===== config.mk =====
export PLATFORM = sky130hd
export DESIGN_NAME = alu_sub_sequencer_flat
export DESIGN_NICKNAME = d
export VERILOG_FILES = /design/src/rtl/alu_sub_sequencer_if.sv /design/src/rtl/alu_sub_sequencer.sv /design/src/flat_wrapper.sv
export SDC_FILE = /design/constraint.sdc
export NUM_CORES = 1
export LEC_CHECK = 0
export CAP_MARGIN = 20
export CORE_MARGIN = 2
export CORE_UTILIZATION = 40
export CTS_CLUSTER_DIAMETER = 60
export DETAILED_ROUTE_END_ITERATION = 7
export MAX_ROUTING_LAYER = met4
export PLACE_DENSITY = 0.84
export SLEW_MARGIN = 40
export SYNTH_ARGS = -nofsm -noshare
export SYNTH_HDL_FRONTEND = slang
export SYNTH_SLANG_ARGS = --single-unit

===== constraint.sdc =====
create_clock -name clk -period 2.93 [get_ports clk]
set_input_delay 0.586 -clock clk [delete_from_list [all_inputs] [get_ports clk]]
set_output_delay 0.586 -clock clk [all_outputs]
set_load 0.01 [all_outputs]

===== src/rtl/alu_sub_sequencer_if.sv =====
// alu_sub_sequencer_if: two requester channels plus the result channel of the nibble-serial subtractor.
interface alu_sub_sequencer_if #(parameter int NIB = 4);
    localparam int W = 4 * NIB;
    logic         req0_valid;
    logic [W-1:0] req0_a;
    logic [W-1:0] req0_b;
    logic         req0_ready;
    logic         req1_valid;
    logic [W-1:0] req1_a;
    logic [W-1:0] req1_b;
    logic         req1_ready;
    logic         res_valid;
    logic         res_ready;
    logic [W-1:0] res_diff;
    logic         res_borrow;
    logic         res_zero;
    logic         res_id;
    modport master (
        output req0_valid, req0_a, req0_b, req1_valid, req1_a, req1_b, res_ready,
        input  req0_ready, req1_ready, res_valid, res_diff, res_borrow, res_zero, res_id
    );
    modport slave (
        input  req0_valid, req0_a, req0_b, req1_valid, req1_a, req1_b, res_ready,
        output req0_ready, req1_ready, res_valid, res_diff, res_borrow, res_zero, res_id
    );
endinterface


===== src/rtl/alu_sub_sequencer.sv =====
// alu_sub_sequencer: round-robin arbitrated A-B subtractor, one nibble per cycle through a shared 4-bit slice.
module alu_sub_sequencer #(parameter int NIB = 4) (
    input logic clk,
    input logic rst_n,
    alu_sub_sequencer_if.slave bus
);
    localparam int W = 4 * NIB;
    localparam logic [1:0] IDLE = 2'd0, RUN = 2'd1, DONE = 2'd2;
    logic [1:0]   state;
    logic [W-1:0] a_r, b_r, diff;
    logic         borrow, id, last_grant;
    logic [2:0]   idx;
    logic         g0, g1;
    logic [4:0]   slice;
    always_comb begin
        g0 = rst_n && state == IDLE && bus.req0_valid && (!bus.req1_valid || last_grant);
        g1 = rst_n && state == IDLE && bus.req1_valid && (!bus.req0_valid || !last_grant);
        slice = {1'b0, a_r[idx*4 +: 4]} - {1'b0, b_r[idx*4 +: 4]} - {4'd0, borrow};
    end
    assign bus.req0_ready = g0;
    assign bus.req1_ready = g1;
    assign bus.res_valid  = state == DONE;
    assign bus.res_diff   = diff;
    assign bus.res_borrow = borrow;
    assign bus.res_zero   = diff == '0;
    assign bus.res_id     = id;
    always_ff @(posedge clk) begin
        if (!rst_n) begin
            state      <= IDLE;
            a_r        <= '0;
            b_r        <= '0;
            diff       <= '0;
            borrow     <= 1'b0;
            id         <= 1'b0;
            idx        <= '0;
            last_grant <= 1'b1;
        end else if (state == IDLE) begin
            if (g0 || g1) begin
                a_r        <= g1 ? bus.req1_a : bus.req0_a;
                b_r        <= g1 ? bus.req1_b : bus.req0_b;
                id         <= g1;
                last_grant <= g1;
                idx        <= '0;
                borrow     <= 1'b0;
                state      <= RUN;
            end
        end else if (state == RUN) begin
            // slice[4] is the borrow-out: the 5-bit difference goes negative exactly when a_i < b_i + bin
            diff[idx*4 +: 4] <= slice[3:0];
            borrow           <= slice[4];
            idx              <= idx + 3'd1;
            if (idx == 3'(NIB - 1))
                state <= DONE;
        end else if (bus.res_ready) begin
            state <= IDLE;
        end
    end
endmodule


===== src/flat_wrapper.sv =====
// flat-port wrapper written by rule: the top's interface ports become plain ports
module alu_sub_sequencer_flat 
#(parameter int NIB = 4)
  (clk, rst_n, bus_req0_valid, bus_req0_a, bus_req0_b, bus_req1_valid, bus_req1_a, bus_req1_b, bus_res_ready, bus_req0_ready, bus_req1_ready, bus_res_valid, bus_res_diff, bus_res_borrow, bus_res_zero, bus_res_id);
  alu_sub_sequencer_if #(.NIB(NIB)) bus_i ();
  input logic clk;
  input logic rst_n;
  input wire logic [$bits(bus_i.req0_valid)-1:0] bus_req0_valid;
  input wire logic [$bits(bus_i.req0_a)-1:0] bus_req0_a;
  input wire logic [$bits(bus_i.req0_b)-1:0] bus_req0_b;
  input wire logic [$bits(bus_i.req1_valid)-1:0] bus_req1_valid;
  input wire logic [$bits(bus_i.req1_a)-1:0] bus_req1_a;
  input wire logic [$bits(bus_i.req1_b)-1:0] bus_req1_b;
  input wire logic [$bits(bus_i.res_ready)-1:0] bus_res_ready;
  output wire logic [$bits(bus_i.req0_ready)-1:0] bus_req0_ready;
  output wire logic [$bits(bus_i.req1_ready)-1:0] bus_req1_ready;
  output wire logic [$bits(bus_i.res_valid)-1:0] bus_res_valid;
  output wire logic [$bits(bus_i.res_diff)-1:0] bus_res_diff;
  output wire logic [$bits(bus_i.res_borrow)-1:0] bus_res_borrow;
  output wire logic [$bits(bus_i.res_zero)-1:0] bus_res_zero;
  output wire logic [$bits(bus_i.res_id)-1:0] bus_res_id;
  assign bus_i.req0_valid = bus_req0_valid;
  assign bus_i.req0_a = bus_req0_a;
  assign bus_i.req0_b = bus_req0_b;
  assign bus_i.req1_valid = bus_req1_valid;
  assign bus_i.req1_a = bus_req1_a;
  assign bus_i.req1_b = bus_req1_b;
  assign bus_i.res_ready = bus_res_ready;
  assign bus_req0_ready = bus_i.req0_ready;
  assign bus_req1_ready = bus_i.req1_ready;
  assign bus_res_valid = bus_i.res_valid;
  assign bus_res_diff = bus_i.res_diff;
  assign bus_res_borrow = bus_i.res_borrow;
  assign bus_res_zero = bus_i.res_zero;
  assign bus_res_id = bus_i.res_id;
  alu_sub_sequencer #(.NIB(NIB)) u_core (.clk(clk), .rst_n(rst_n), .bus(bus_i));
endmodule

# Word level (Yosys, flattened, before mapping)
# Index checks and enable logic that the tools add are counted.
# totals
register_bits,56
inputBits,69
output_inout_bits,22
word_cells,55
# classes
n_addsub,4
eq_ne,5
shifts,4
n_mux,14
bitwise_logic,1
n_reduce_logical,19
# ops
cell,n
negation 5 -> 34 bit,1
"variable shift 4 x 34 -> 16 bit, first input constant",1
variable part select 4 x 34 -> 16 bit,1
two-way mux 16 bit,2
variable part select 16 x 6 -> 4 bit,2
bitwise mux 16 bit,1
zero test 16 bit,1
two-way mux 2 bit,5
two-way mux 3 bit,3
AND reduction 2 bit,3
logical AND 1 bit,5
subtractor 4 x 4 -> 5 bit,1
subtractor 5 x 1 -> 5 bit,1
"adder 3 x 1 -> 3 bit, second input constant",1
"== test 3 x 2 -> 1 bit, second input constant",1
zero test 1 bit,3
logical OR 1 bit,3
two-way mux 1 bit,3
"!= test 3 x 2 -> 1 bit, second input constant",1
AND reduction 3 bit,1
nonzero test 3 bit,1
"== test 2 x 1 -> 1 bit, second input constant",1
"== test 2 bit, second input constant",1
zero test 2 bit,1
3 further kinds,3

# Longest topological paths before layout
# Gate-level depths: netlist of the first run.
# depth
ltp_word,7
depth_mapped,10
ltp_nobuf,9

# Worst setup path after synthesis of the first run
# No wires, ideal clock.
# synth_timing
kind,flip-flop to flip-flop
startpoint,register u_core.idx[0]
endpoint,"register u_core.diff[15], in the netlist u_core.bus.res_diff[15]"
setup_ns,0.096
arrival_ns,3.097
required_time_ns,2.834
setup_slack_ns,-0.263
path_stages_with_launch,10
n_path_buf,1
period_less_slack_ns,3.193
path_cell_list,dfxtp_1 -> buf_6 -> mux4_1 -> and2_1 -> fa_1 -> ha_1 -> nor4bb_1 -> a221o_1 -> or4b_4 -> o41ai_2
# synth_between
elab_chain_cells,5
elab_cells_between_ends,8
cone_classes,add/sub (3); shift (4); mux (1)
# synth_rtl
element,line,text
from (decl),alu_sub_sequencer.sv:12,logic [2:0] idx;
from (signal assigned),alu_sub_sequencer.sv:51,idx <= idx + 3'd1;
variable part select 16 x 6 -> 4 bit,alu_sub_sequencer.sv:18,"slice = {1'b0, a_r[idx*4 +: 4]} - {1'b0, b_r[idx*4 +: 4]} - {4'd0, borrow};"
subtractor 4 x 4 -> 5 bit,alu_sub_sequencer.sv:18,
subtractor 5 x 1 -> 5 bit,alu_sub_sequencer.sv:18,
variable part select 4 x 34 -> 16 bit,alu_sub_sequencer.sv:49,diff[idx*4 +: 4] <= slice[3:0];
bitwise mux 16 bit (*),alu_sub_sequencer.sv:49,
"to (signal, indexed assignment)",alu_sub_sequencer.sv:49,
to (decl),alu_sub_sequencer.sv:10,"logic [W-1:0] a_r, b_r, diff;"
# Mark *: on every way between the ends. The rest lies on a longest branch, timed or not.
# A chain may end at the register's enable or synchronous reset.

# Worst setup path in the final report of the first run
# layout_timing
startpoint,register u_core.idx[0]
endpoint,"register u_core.diff[7], in the netlist u_core.bus.res_diff[7]"
# Same word-level chain as after synthesis.

==> flow_metrics.tcl, run 1 <==
set metrics [dict create \
    outcome "finished, violations left" \
    violations "negative setup slack" \
    yosysTopAreaCell "dfxtp_1" \
    yosys.area_share.simple 0.183 \
    drtIter0Drc 137 \
    synth_compound_area_frac 0.146 \
    m1WireLength_mm 3.18 \
    cts_buffer_depth 2 \
    arrival_ns 3.17 \
    synth_enable_flop_cells 0 \
    hp-start "u_core.bus.res_id$_SDFFE_PN0P_" \
    syn_area_per_cell_um2 9.36 \
    core_area_um2 7210 \
    wl_met2_mm 3.61 \
    ios 91 \
    grt_antenna_before_repair 0 \
    report.final.slew_viol_count 0 \
    die_w_um 90.2 \
    clock_latency_ns 0.31 \
    dieArea_um2 8140 \
    fin_util 0.573 \
    max_freq_mhz 339 \
    hpwl_mm 5.54 \
    pre_cts_slack_ns -0.0759 \
    dr.pass1.iters 5 \
    ctsHtreeMaxLevel 2 \
    std_cell_rows 31 \
    drcViolationCount 0 \
    synth_ff_type "dfxtp_1" \
    grt_use_total 0.179 \
    crit_path_end_kind "flip-flop" \
    grt_start_max_net_pins 72 \
    tightest_slew_ns 0.650 \
    maxCapViolCount 0 \
    clkSinkCount 56 \
    peakVddDrop_mv 0.223 \
    drive_gt1_frac 0.0918 \
    wl_met3_um 356 \
    final.period_utilization 1.01 \
    timing.rr.start "u_core.idx[0]$_SDFFE_PN0P_" \
    clock_tree.root_cell "clkbuf_8" \
    synth_top_family_by_area "simple AND/OR/NAND/NOR gates" \
    cts_tree "done" \
    overflow 0 \
    async_flop_share 0 \
    synth_top_area_share 0.377 \
    setup_viol 2 \
    via_per_inst 5.35 \
    synth_xor_area_frac 0.00294 \
    slew_headroom 0.567 \
    ys_seq_area_frac 0.377 \
    synth_cell_types 43 \
    nets 485 \
    power_density_nw_per_um2 506 \
    final_cell_area_um2 4140 \
    critPathLaunch "u_core.idx[0]$_SDFFE_PN0P_" \
    fin_crit_ns 2.95 \
    synth_adder_area_share 0.0597 \
    gp_congestion 0.842 \
    p_leak_nw 1.71 \
    synthMuxAreaShare 0.183 \
    worst-path-max-fanout 7 \
    clock_skew_ns 0.00613 \
    critical_path_class "flip-flop to flip-flop" \
    power_mw 2.09 \
    area_growth_pct 39.0 \
    die_h_um 90.2 \
    n_fill_cell 662 \
    initial_utilization 0.412 \
    syn_nets 400 \
    ctsHoldBuffers 0 \
    wl_mm 7.20 \
    synthTopCellsByArea "dfxtp_1 38%, mux2i_1 12%, a211oi_1 8.8%" \
    highest_layer "met4" \
    syn_inst 318 \
    cts_buffers 5 \
    cts.clk_slew.worst_paths_ns 0.10 \
    synth_area_um2 2980 \
    dpl_cell_area_um2 4030 \
    cp.required_ns 3.15 \
    grt_pass1_vias 2566 \
    diodes 0 \
    post-route-worst-setup-slack_ns -0.0224 \
    rsz0062_at_grt "yes" \
    portBuffers 90 \
    num_vias 2686 \
    ant_nets 0 \
    hold_viol_final 0 \
    yosysWarningCount 0 \
    avgRoutedWirePerCell_um 14.3 \
    holdCritPathClass "flip-flop to flip-flop" \
    start_kind "flip-flop" \
    grt_pass1_wl_mm 11.8 \
    ys_ff_latch 56 \
]
[area by class of cell]
type	count	area (µm²)	share of cell area
clock buffers	5	68.8	0.0166
clock inverters	2	12.5	0.00303
inverters	12	45.0	0.0109
multi-input cells	227	1780	0.430
flip-flops and latches	56	1120	0.272
well taps	99	124	0.0300
repair buffers	101	983	0.238
[timing repair]
item	in CTS	in global routing
hold endpoints to repair	0	0
resized for setup	3	1
setup endpoints to repair	3	4
buffers inserted	0	0
pin swaps	2	1
[worst paths after layout]
check / to / slack, ns / depth (start not counted)
min: u_core.bus.res_id$_SDFFE_PN0P_ / 0.47 / 2
max reg2reg: u_core.bus.res_diff[7]$_SDFFE_PN0P_ / -0.02 / 9
max: u_core.bus.res_diff[7]$_SDFFE_PN0P_ / -0.02 / 9
min reg2reg: u_core.bus.res_id$_SDFFE_PN0P_ / 0.47 / 2
[Yosys cell counts (all sizes together), types with 3 or more instances]
cell / n
buf: 6
nor2: 44
mux2i: 36
mux4: 6
nor4b: 3
a21oi: 9
o21ai: 3
nand4b: 3
nand3: 9
nand2: 17
and2: 3
a22oi: 4
dfxtp: 56
nand2b: 5
a211oi: 35
ha: 11
clkbuf: 17
nor4: 4
nor3: 3
nor2b: 4
nand4: 6
inv: 11
[critical path: stages (launching register included)]
cell      delay (ns)
dfxtp_4         0.41
mux4_1          0.57
and2_1          0.19
ha_1            0.21
inv_1           0.09
ha_4            0.22
nor4bb_1        0.15
a221o_1         0.31
or4b_4          0.52
o41ai_2         0.21
[report_power, final]
group          total, mW  internal (mW)  leakage (nW)  switching, mW
combinational      0.794          0.433          1.21          0.361
clock              0.410          0.163        0.0400          0.247
sequential         0.887          0.831         0.458         0.0556
total               2.09           1.43          1.71          0.664
[sequential cells by signal, summed over array words and instances, names as in the netlist]
register	cells
u_core.b_r	16
u_core.a_r	16
u_core.idx	3
u_core.bus.res_diff	16
u_core.state	2
u_core.bus.res_borrow	1
u_core.last_grant	1
u_core.bus.res_id	1
[stage by stage]
step                TNS (ns)  cells  hold slack (ns)
floorplan            -0.0646    318            0.455
global placement           0    495            0.448
detailed placement    -0.137    495            0.464
CTS                 -0.00604    502            0.475
global route          -0.207    502            0.501
finish               -0.0242    502            0.473
[layer usage]
metal / vias to the layer above / global-route usage
met1: 1256 / 0.222
li1: 1338 / -
met4: 0 / 0.0513
met3: 6 / 0.0335
met2: 86 / 0.298
met5: - / -
[cell usage in the layout (no fill, tap or decap), drive strengths merged, types with 2 or more instances in the layout]
cell / n
nand4b: 3
ha: 11
buf: 11
o41ai: 2
mux2i: 36
a21oi: 9
clkinv: 2
nand2b: 5
clkdlybuf4s50: 90
inv: 11
nand3: 9
and2: 3
fa: 2
mux2: 2
nor2: 44
clkbuf: 5
a22oi: 4
mux4: 6
a211oi: 35
dfxtp: 56
nor3b: 2
nand4: 6
nor2b: 4
nor4: 4
nand2: 17
and3: 2
nor4b: 3
a2111oi: 2
o21ai: 3
nor3: 3
[kinds of logic after synthesis]
kind of cell    count (synthesis)
compound gates                 60
fa+ha+maj                      13
flops                          56
simple gates                  109
buf+inv                        35
xor+xnor                        1
mux                            44
No activity file was read; power rests on OpenSTA's default activity.
==> run 2, diff against run 1 <==
--- a/config.mk
+++ b/config.mk
@@ -6,6 +6,7 @@
 export NUM_CORES = 1
 export LEC_CHECK = 0
 export CAP_MARGIN = 20
+export CORE_ASPECT_RATIO = 1.5
 export CORE_MARGIN = 2
 export CORE_UTILIZATION = 40
 export CTS_CLUSTER_DIAMETER = 60
==> run 2 against run 1 <==
Net effect: final area grew 0.76%; wire length grew 5.9%; critical path depth shrank 1; first-iteration DRC count grew 2.9%; the flow now finishes without violations; sequential cell count is the same; critical path type unchanged; setup slack gained 0.034 ns; clock power grew 6.6%; sequential share of layout area shrank 0.20 points; fmax grew 1.1%; count of clock-buffer cells in the layout grew 3.
==> flow_metrics.tcl, run 2 (synthesized netlist as in run 1, its figures left out) <==
set metrics [dict create \
    outcome "complete, no violations" \
    r2r_end "u_core.bus.res_diff[7]$_SDFFE_PN0P_" \
    diodes 0 \
    grt_use_total 0.202 \
    setup_viol 0 \
    fin_util 0.577 \
    via_per_inst 5.34 \
    cts_buffers 5 \
    mostFrequentLayoutCells "90 x clkdlybuf4s50_1, 55 x dfxtp_1, 44 x nor2_1" \
    portBuffers 90 \
    rrSetupSlack_ns 0.01 \
    dieArea_um2 8160 \
    std_cell_rows 38 \
    grtUsageMet1 0.223 \
    core_area_um2 7230 \
    ant_nets 0 \
    power_mw 2.13 \
    slew_headroom 0.557 \
    ios 91 \
    p_leak_nw 1.72 \
    overflow 0 \
    grt_busiest_layer "met2" \
    multi_input_comb_area_um2 1790 \
    clock_tree.root_cell "clkbuf_8" \
    p_seq_frac 0.418 \
    tightest_slew_ns 0.665 \
    rsz0062_at_grt "yes" \
    report.final.slew_viol_count 0 \
    drcViolationCount 0 \
    post-route-worst-setup-slack_ns 0.0112 \
    cts_buffer_depth 2 \
    hold_path_depth 2 \
    regArea_um2 1120 \
    met3_usage 0.0284 \
    fin_crit_ns 2.92 \
    maxCapViolCount 0 \
    max_freq_mhz 343 \
    grt_start_max_net_pins 72 \
    p_switching_uw 662 \
    critical_path_class "flip-flop to flip-flop" \
    critPathLaunch "u_core.idx[0]$_SDFFE_PN0P_" \
    hold_viol_final 0 \
    hold_end "u_core.bus.res_id$_SDFFE_PN0P_" \
    clkSinkCount 56 \
    r2r_cells 8 \
    crit_path_end_kind "flip-flop" \
    clockPowerShare 0.206 \
    grt_pass1_vias 2640 \
    avgRoutedWirePerCell_um 15.1 \
    die_w_um 74.4 \
    clock_latency_ns 0.31 \
    arrival_ns 3.14 \
    nets 485 \
    timing.rr.start "u_core.idx[0]$_SDFFE_PN0P_" \
    dp.cells 496 \
    final.period_utilization 0.996 \
    comb_power_share 0.377 \
    cts.clk_slew.worst_paths_ns 0.09 \
    worst-path-max-fanout 7 \
    mostFrequentLayoutCell "clkdlybuf4s50_1" \
    pre_cts_slack_ns -0.0839 \
    holdCritPathClass "flip-flop to flip-flop" \
    drive_gt1_frac 0.0941 \
    n_fill_cell 671 \
    final_cell_area_um2 4170 \
    dpl_cell_area_um2 4050 \
    hp-start "u_core.bus.res_id$_SDFFE_PN0P_" \
    start_kind "flip-flop" \
    ctsHtreeMaxLevel 2 \
    power_density_nw_per_um2 510 \
    dr.pass1.iters 4 \
    num_vias 2692 \
    initial_utilization 0.412 \
    p_int_mw 1.46 \
    ctsHoldBuffers 0 \
    grt_util_met2 0.358 \
    wl_mm 7.63 \
    gp_congestion 0.851 \
    clock_skew_ns 0.00712 \
    hpwl_mm 5.81 \
    cp.required_ns 3.15 \
    grt_pass1_wl_mm 12.5 \
    swShare 0.311 \
    drtIter0Drc 141 \
    grt_antenna_before_repair 0 \
    cts_tree "done" \
    finalNonFillerCells 504 \
    die_h_um 110 \
    peakVddDrop_mv 0.262 \
    area_growth_pct 40.0 \
]
[run 2: through the flow]
step | TNS [ns] | hold slack (ns)
global placement | 0 | 0.451
CTS | -0.0488 | 0.476
finish | 0 | 0.475
detailed placement | -0.162 | 0.460
global route | -0.148 | 0.519
floorplan | -0.0646 | 0.455
[run 2: timing repair]
item / CTS / global route
setup buffers: 0 / 0
endpoints found under the hold margin: 0 / 0
endpoints found under the setup margin: 3 / 3
gates cloned: 0 / 0
pin swaps: 7 / 2
resized for setup: 4 / 2
[run 2: area by class of cell]
| class | instances | area share |
|---|---|---|
| Multi-Input combinational cell | 227 | 0.429 |
| Sequential cell | 56 | 0.270 |
| Timing Repair Buffer | 101 | 0.239 |
| Tap cell | 100 | 0.0300 |
| Clock buffer | 8 | 0.0216 |
| Inverter | 12 | 0.0108 |
[run 2: how the worst max path moves through the flow]
stage                                            to  slack (ns)  cells after the start
6_report        u_core.bus.res_diff[7]$_SDFFE_PN0P_        0.01                      8
5_1_grt         u_core.bus.res_diff[7]$_SDFFE_PN0P_       -0.07                      8
4_1_cts         u_core.bus.res_diff[7]$_SDFFE_PN0P_       -0.05                      8
3_5_place_dp    u_core.bus.res_diff[7]$_SDFFE_PN0P_       -0.08                      9
3_3_place_gp   u_core.bus.res_diff[15]$_SDFFE_PN0P_       0.007                      8
2_1_floorplan  u_core.bus.res_diff[15]$_SDFFE_PN0P_       -0.03                      9
[run 2: power groups by stage]
stage | Sequential [mW] | Combinational [mW] | Clock (mW)
2_1_floorplan | 0.885 | 0.512 | 0
3_3_place_gp | 0.903 | 0.761 | 0
3_5_place_dp | 0.906 | 0.788 | 0
4_1_cts | 0.888 | 0.798 | 0.440
5_1_grt | 0.898 | 0.879 | 0.470
6_report | 0.888 | 0.801 | 0.437
[run 2: worst max-delay path, cell delays in order, from the launching register on]
cell and delay, ns:
dfxtp_4 0.41, mux4_2 0.50, and2_4 0.15, fa_2 0.38, ha_4 0.23, nor4bb_1 0.12
a221o_1 0.29, or4b_4 0.52, o41ai_2 0.22
[run 2: routing by layer]
layer	wire length (µm)	part of all wire
met5	0	0
met4	261	0.034
met3	256	0.034
met2	4180	0.55
met1	2930	0.38
